$ cat src/rtl/operand_b_fwd_ctrl.sv
// rtl/operand_b_fwd_ctrl.sv - operand-B forwarding select and load-use stall control (optional FWD_STATS_EN counters)
module operand_b_fwd_ctrl (
  input  logic        clk,
  input  logic        rst,
  input  logic        id_valid,
  input  logic [4:0]  id_rs2,
  input  logic        id_uses_rs2,
  input  logic        id_alu_src,
  input  logic [4:0]  id_rd,
  input  logic        id_reg_write,
  input  logic        id_mem_read,
  input  logic        hold,
  input  logic        flush,
  output logic        issue,
  output logic        stall,
  output logic [1:0]  ex_b_sel,
  output logic        ex_valid
`ifdef FWD_STATS_EN
  ,
  output logic [15:0] fwd_cnt,
  output logic [15:0] stall_cnt
`endif
);

  typedef enum logic {RUN = 1'b0, STALL_LU = 1'b1} state_t;

  state_t     state;
  state_t     state_nxt;

  // EX slot
  logic       ex_v;
  logic [4:0] ex_rd;
  logic       ex_rw;
  logic       ex_mr;
  logic [1:0] ex_sel;

  // MEM slot
  logic       mem_v;
  logic [4:0] mem_rd;
  logic       mem_rw;

  logic       hazard;
  logic       advance;
  logic [1:0] id_sel;

  // A load in EX whose destination feeds rs2 cannot be forwarded in time.
  assign hazard = id_valid && id_uses_rs2 && !id_alu_src
               && ex_v && ex_mr && ex_rw
               && (ex_rd == id_rs2) && (id_rs2 != 5'd0);

  // Slots move on every edge unless frozen; flush still pushes EX into MEM.
  assign advance = !hold || flush;

  // Operand-B select for the decode instruction, EX result preferred over MEM.
  always_comb begin
    id_sel = 2'b00;
    if (id_alu_src) begin
      id_sel = 2'b01;
    end else if (id_uses_rs2 && (id_rs2 != 5'd0)) begin
      if (ex_v && ex_rw && !ex_mr && (ex_rd == id_rs2)) begin
        id_sel = 2'b10;
      end else if (mem_v && mem_rw && (mem_rd == id_rs2)) begin
        id_sel = 2'b11;
      end
    end
  end

  // FSM state register; reset and flush both return to RUN.
  always_ff @(posedge clk) begin
    if (rst) begin
      state <= RUN;
    end else begin
      state <= state_nxt;
    end
  end

  // FSM next state: a stall lasts one advancing edge, hold freezes it.
  always_comb begin
    state_nxt = state;
    if (flush) begin
      state_nxt = RUN;
    end else if (!hold) begin
      case (state)
        RUN:      if (stall) state_nxt = STALL_LU;
        STALL_LU: state_nxt = RUN;
        default:  state_nxt = RUN;
      endcase
    end
  end

  // FSM outputs: stall/issue are suppressed by reset, hold and flush.
  always_comb begin
    stall = 1'b0;
    issue = 1'b0;
    if (!rst && !hold && !flush) begin
      stall = hazard && (state == RUN);
      issue = id_valid && !hazard;
    end
  end

  // Pipeline slots: EX shifts to MEM, EX takes the issued instruction or a bubble.
  always_ff @(posedge clk) begin
    if (rst) begin
      ex_v   <= 1'b0;
      ex_rd  <= 5'd0;
      ex_rw  <= 1'b0;
      ex_mr  <= 1'b0;
      ex_sel <= 2'b00;
      mem_v  <= 1'b0;
      mem_rd <= 5'd0;
      mem_rw <= 1'b0;
    end else if (advance) begin
      mem_v  <= ex_v;
      mem_rd <= ex_rd;
      mem_rw <= ex_rw;
      if (issue) begin
        ex_v   <= 1'b1;
        ex_rd  <= id_rd;
        ex_rw  <= id_reg_write;
        ex_mr  <= id_mem_read;
        ex_sel <= id_sel;
      end else begin
        ex_v   <= 1'b0;
        ex_rd  <= 5'd0;
        ex_rw  <= 1'b0;
        ex_mr  <= 1'b0;
        ex_sel <= 2'b00;
      end
    end
  end

  assign ex_valid = ex_v;
  assign ex_b_sel = ex_sel;

`ifdef FWD_STATS_EN
  // Saturating counters of forwarded issues and load-use stall cycles.
  always_ff @(posedge clk) begin
    if (rst) begin
      fwd_cnt   <= 16'd0;
      stall_cnt <= 16'd0;
    end else if (!hold) begin
      if (issue && id_sel[1] && (fwd_cnt != 16'hFFFF)) begin
        fwd_cnt <= fwd_cnt + 16'd1;
      end
      if (stall && (stall_cnt != 16'hFFFF)) begin
        stall_cnt <= stall_cnt + 16'd1;
      end
    end
  end
`endif

endmodule
$ cat config.mk
export PLATFORM = sky130hd
export DESIGN_NAME = operand_b_fwd_ctrl
export DESIGN_NICKNAME = d
export VERILOG_FILES = /design/src/rtl/operand_b_fwd_ctrl.sv
export SDC_FILE = /design/constraint.sdc
export NUM_CORES = 1
export LEC_CHECK = 0
export BUFFER_PORTS_ARGS = -buffer_cell sky130_fd_sc_hd__buf_2
export CORE_MARGIN = 8
export CORE_UTILIZATION = 40
export CTS_CLUSTER_SIZE = 12
export DETAILED_ROUTE_END_ITERATION = 8
export PLACE_DENSITY = 0.68
export SYNTH_ARGS = -nofsm -noshare
export SYNTH_HDL_FRONTEND = slang
export SYNTH_SLANG_ARGS = --single-unit
$ cat constraint.sdc
create_clock -name clk -period 5.2 [get_ports clk]
set_input_delay 1.04 -clock clk [delete_from_list [all_inputs] [get_ports clk]]
set_output_delay 1.04 -clock clk [all_outputs]
set_load 0.01 [all_outputs]
==> flow_summary.json, run 1 <==
{
  "period_share_pct": 67.6,
  "worst_pin_slew_ns": 0.667,
  "port_buffers": 23,
  "start_kind": "primary input",
  "arrival_ns": 2.48,
  "syn_area_sq_um": 822,
  "worst_ep_required_time_ns": 4.16,
  "die_h_um": 61.3,
  "synth_edf_count": 0,
  "grt_pass1_vias": 740,
  "cts_tree": "built",
  "cts.sinks": 18,
  "max_freq_mhz": 284,
  "path_delay_family": "simple AND/OR/NAND/NOR gates",
  "synth_cell_types": 26,
  "dp.cells": 135,
  "nets": 132,
  "grt.overflow.total": 0,
  "power_frac_seq_pct": 55.9,
  "ys_seq_area_share_pct": 43.8,
  "cts-root-buf": "clkbuf_4",
  "skew_ns": 0.00182,
  "layout_commonest_cell": "buf_2",
  "crit_path_end_kind": "output pin",
  "grt_use_total_pct": 11.8,
  "hold_viol": 0,
  "p_per_area_nw_per_um2": 257,
  "ant_nets": 0,
  "cp_max_fo": 10,
  "slew_headroom_pct": 55.4,
  "slowest_delay_ns": 0.57,
  "p_clk_share_pct": 34.0,
  "hold_buffers": 0,
  "r2r_slack_ns": 3.59,
  "rr_startpoint": "ex_rd[4]",
  "synth.avg_cell_area_sq_um": 9.34,
  "final_cell_mix": "23 x buf_2, 18 x dfxtp_1, 17 x nand2_1",
  "min-delay-start": "ex_b_sel[1]",
  "die_x_um": 61.3,
  "fin_crit_ns": 3.52,
  "synth_flop_cell": "dfxtp_1",
  "cts_resized": 0,
  "drive_above_1_share_pct": 33.0,
  "status": "completed",
  "peakVddDrop_uv": 200,
  "cts_buffers": 3,
  "p_switching_uw": 59.1,
  "drt_iter0_markers": 21,
  "hold_slack_ns": 0.464,
  "first_pass_iters": 4,
  "htree_levels": 1,
  "io_pins": 24,
  "design.core.area_sq_um": 1940,
  "cts.clk_slew.worst_paths_ns": 0.10,
  "cts_setup_buffers": 0,
  "comb_power_share_pct": 10.2,
  "fin_tns_setup_ns": 0,
  "grt_max_degree": 11,
  "postSynth.asyncResetShare_pct": 0,
  "p_int_uw": 195,
  "holdPathStages": 2,
  "synth_seq_cells": 18,
  "routed_wl_um": 1960,
  "slew_violations": 0,
  "synthCells": 88,
  "worst_path_most_repeated_cell": "buf_2",
  "vias": 710,
  "post-route-util_pct": 50.9,
  "grt_pass1_wl_um": 3260,
  "cts.path.max_buffers": 2,
  "yosys_warnings": 0,
  "r2r_end": "ex_rd[2]",
  "fill_cells": 198,
  "clock_latency_ns": 0.30,
  "rsz0062_at_grt": "false",
  "maxCapViolations": 0,
  "holdPathEnd": "ex_b_sel[1]",
  "rows": 16,
  "crit_path_cell_trace": "buf_2 -> or4b_4 -> or3_4 -> nor3_1 -> buf_2",
  "power_leakage_nw": 0.377,
  "finalPower_uw": 254,
  "synth_nets": 107,
  "crit_slowest_cell": "or4b_4",
  "initial_utilization_pct": 42.3,
  "diodes": 0,
  "gp_congestion": 0.811,
  "setup-violations-final": 0,
  "r2r_cells": 5,
  "viasPerCell": 5.11,
  "antenna_found_initial": 0,
  "path_buf_inv": 2,
  "area_delta_synth_final_pct": 20.2,
  "switching_share_pct": 23.3,
  "remaining_drc_errors": 0,
  "wire_per_inst_um": 14.1,
  "criticalPathCategory": "in -> out",
  "stdcell_count": 139,
  "die-area_sq_um": 3760,
  "hold_path_class": "reg -> reg"
}
-- cell families (layout without fill, tap and decap cells) --
| group | Yosys count | count (layout) | share of synthesized area (%) |
|---|---|---|---|
| and+or+nand+nor | 33 | 33 | 19.9 |
| muxes | 1 | 1 | 1.22 |
| DFF | 18 | 18 | 43.8 |
| AOI/OAI and AO/OA | 20 | 20 | 20.7 |
| xor gates and xnor gates | 10 | 10 | 10.7 |
| buffers and inverters | 6 | 30 | 3.65 |
-- per-layer routing --
metal  part of all wire, %  up-vias  GRT usage (%)
li1                      -      356              -
met1                    41      326           12.8
met2                    48       23           20.1
met3                   9.8        5           4.80
met4                   1.2        0           3.90
met5                     0        -              0
-- Yosys cell counts (2+ instances only) --
master | instances | area share (%)
clkbuf_1 | 2 | 0.91
dfxtp_1 | 18 | 44
xnor2_1 | 10 | 11
inv_1 | 3 | 1.4
nand4_1 | 2 | 1.5
a32o_1 | 3 | 3.7
nand2_1 | 17 | 7.8
nor2_1 | 5 | 2.3
a22o_2 | 4 | 4.9
a21oi_1 | 7 | 4.3
nand3_1 | 2 | 1.2
-- worst max path at each step --
stage	from	endpoint	slack, ns	depth (start not counted)
2_1_floorplan	rst	stall	1.80	4
3_3_place_gp	rst	stall	1.70	5
3_5_place_dp	id_rs2[0]	issue	1.69	6
4_1_cts	rst	stall	1.68	5
5_1_grt	id_rs2[0]	issue	1.61	6
6_report	rst	stall	1.68	5
-- power by group through the flow --
stage,sequential (mW),clock [mW],combinational (mW)
6_report,0.142,0.0863,0.0258
3_3_place_gp,0.145,0,0.0251
5_1_grt,0.142,0.0953,0.0284
3_5_place_dp,0.145,0,0.0259
4_1_cts,0.142,0.0900,0.0261
2_1_floorplan,0.145,0,0.0144
-- worst register-to-register path, stage by stage (launching register included) --
cell and delay [ns]:
dfxtp_1 0.35, xnor2_1 0.19, nand4_1 0.13, nor2_1 0.35, a31oi_4 0.20, a22o_2 0.30
-- registers in the layout (all words and copies together) (netlist names) --
name	flops
ex_b_sel	2
ex_mr	1
ex_rd	5
ex_rw	1
ex_valid	1
mem_rd	5
mem_rw	1
mem_v	1
state	1
-- area by class of cell --
class	count	area, sq um	area share, %
repair buffers	23	115	11.6
clock buffers	4	36.3	3.67
inverters	3	11.3	1.14
flip-flops and latches	18	360	36.5
well taps	27	33.8	3.42
multi-input cells	64	432	43.7
-- metrics by stage --
step	cell area (sq um)	worst slack, ns
after floorplan	822	1.80
final	988	1.68
after global placement	952	1.70
after detailed placement	952	1.69
after global routing	988	1.61
after CTS	988	1.68
No activity file was read; power rests on OpenSTA's default activity.
==> run 2: changes to the inputs <==
==> constraint.sdc (replaced) <==
create_clock -name clk -period 3.7 [get_ports clk]
set_input_delay 0.74 -clock clk [delete_from_list [all_inputs] [get_ports clk]]
set_output_delay 0.74 -clock clk [all_outputs]
set_load 0.01 [all_outputs]
==> run 2 against run 1 <==
  * First-iteration DRC count down 76%
  * Non-clock buffer count is 1 higher
  * Core utilization is 0.39 points higher
  * Final cell count rose by 0.72%
  * Cell area increased by 0.76%
  * Clock power rose by 41%
  * Highest routed layer unchanged
==> flow_summary.json, run 2 (synthesized netlist as in run 1, its figures left out) <==
{
  "setup-violations-final": 0,
  "ant_nets": 0,
  "grt.overflow.total": 0,
  "diodes": 0,
  "initial_utilization_pct": 42.3,
  "start_kind": "primary input",
  "die-area_sq_um": 3760,
  "cts.clk_slew.worst_paths_ns": 0.10,
  "skew_ns": 0.00343,
  "cp_max_fo": 10,
  "cts_resized": 0,
  "fin_tns_setup_ns": 0,
  "p_per_area_nw_per_um2": 359,
  "drt_iter0_markers": 5,
  "grt_pass1_vias": 676,
  "htree_levels": 1,
  "cts.sinks": 18,
  "stdcell_count": 140,
  "cts_buffers": 3,
  "worst_pin_slew_ns": 0.657,
  "grt_use_total_pct": 10.9,
  "cts-root-buf": "clkbuf_4",
  "gp_congestion": 0.821,
  "arrival_ns": 2.16,
  "die_h_um": 61.3,
  "wire_per_inst_um": 13.2,
  "peakVddDrop_uv": 207,
  "hold_viol": 0,
  "rows": 16,
  "dp.cells": 136,
  "cts_setup_buffers": 0,
  "hold_slack_ns": 0.459,
  "clock_latency_ns": 0.30,
  "port_buffers": 23,
  "finalPower_uw": 358,
  "area_delta_synth_final_pct": 21.2,
  "grt_max_degree": 11,
  "fin_crit_ns": 2.90,
  "viasPerCell": 5.00,
  "slew_violations": 0,
  "routed_wl_um": 1850,
  "crit_path_end_kind": "output pin",
  "rsz0062_at_grt": "false",
  "cts.path.max_buffers": 2,
  "worst_ep_required_time_ns": 2.96,
  "criticalPathCategory": "in -> out",
  "dp_hpwl_um": 1470,
  "io_pins": 24,
  "fill_cells": 207,
  "hold_buffers": 0,
  "power_leakage_nw": 0.382,
  "vias": 700,
  "first_pass_iters": 4,
  "nets": 133,
  "maxCapViolations": 0,
  "layout_commonest_cell": "buf_2",
  "grt_pass1_wl_um": 2990,
  "max_freq_mhz": 345,
  "status": "completed",
  "die_x_um": 61.3,
  "design.core.area_sq_um": 1940,
  "final_cell_mix": "23 x buf_2, 18 x dfxtp_1, 17 x nand2_1",
  "drive_above_1_share_pct": 33.6,
  "slew_headroom_pct": 56.1,
  "cts_tree": "built",
  "remaining_drc_errors": 0,
  "hold_path_class": "reg -> reg",
  "post-route-util_pct": 51.3,
  "period_share_pct": 78.4,
  "antenna_found_initial": 0
}
run 2: cell count changes in the layout (fill, tap and decap cells not counted):
cell	delta
buf_4	+1
run 2: report_power, final:
group / switching, mW / internal, mW
sequential: 0.00269 / 0.197
clock: 0.0623 / 0.0601
combinational: 0.0185 / 0.0174
run 2: critical path, cell delays in order:
cell	delay, ns
buf_2	0.16
or4b_4	0.57
or3_4	0.40
nor3_1	0.13
buf_2	0.16
run 2: per-layer routing:
| layer | track usage (%) | share of wire [%] | vias to the layer above |
|---|---|---|---|
| li1 | - | - | 360 |
| met4 | 3.90 | 1.0 | 0 |
| met5 | 0 | 0 | - |
| met1 | 12.3 | 43 | 317 |
| met3 | 5.64 | 10 | 4 |
| met2 | 17.0 | 45 | 19 |
run 2: cell type report:
cell class,instances,area (sq um),area share [%]
clock buffer,4,36.3,3.64
inverter,3,11.3,1.13
multi-input combinational,64,432,43.3
sequential,18,360,36.2
tap,27,33.8,3.39
timing repair buffer,24,123,12.3
run 2: through the flow:
| stage | area (sq um) | worst slack [ns] |
|---|---|---|
| after floorplan | 822 | 0.897 |
| after global placement | 960 | 0.812 |
| after detailed placement | 960 | 0.802 |
| after CTS | 996 | 0.803 |
| after global routing | 996 | 0.744 |
| final | 996 | 0.800 |
run 2: path summary, 6_finish.rpt:
path | cells past startpoint | slack (ns) | start | to
worst max-delay path | 5 | 0.80 | rst | stall
worst min-delay path | 2 | 0.46 | mem_v | mem_v
worst min register to register | 2 | 0.46 | mem_v | mem_v
worst max register to register | 6 | 2.04 | ex_rd[1] | ex_rd[0]
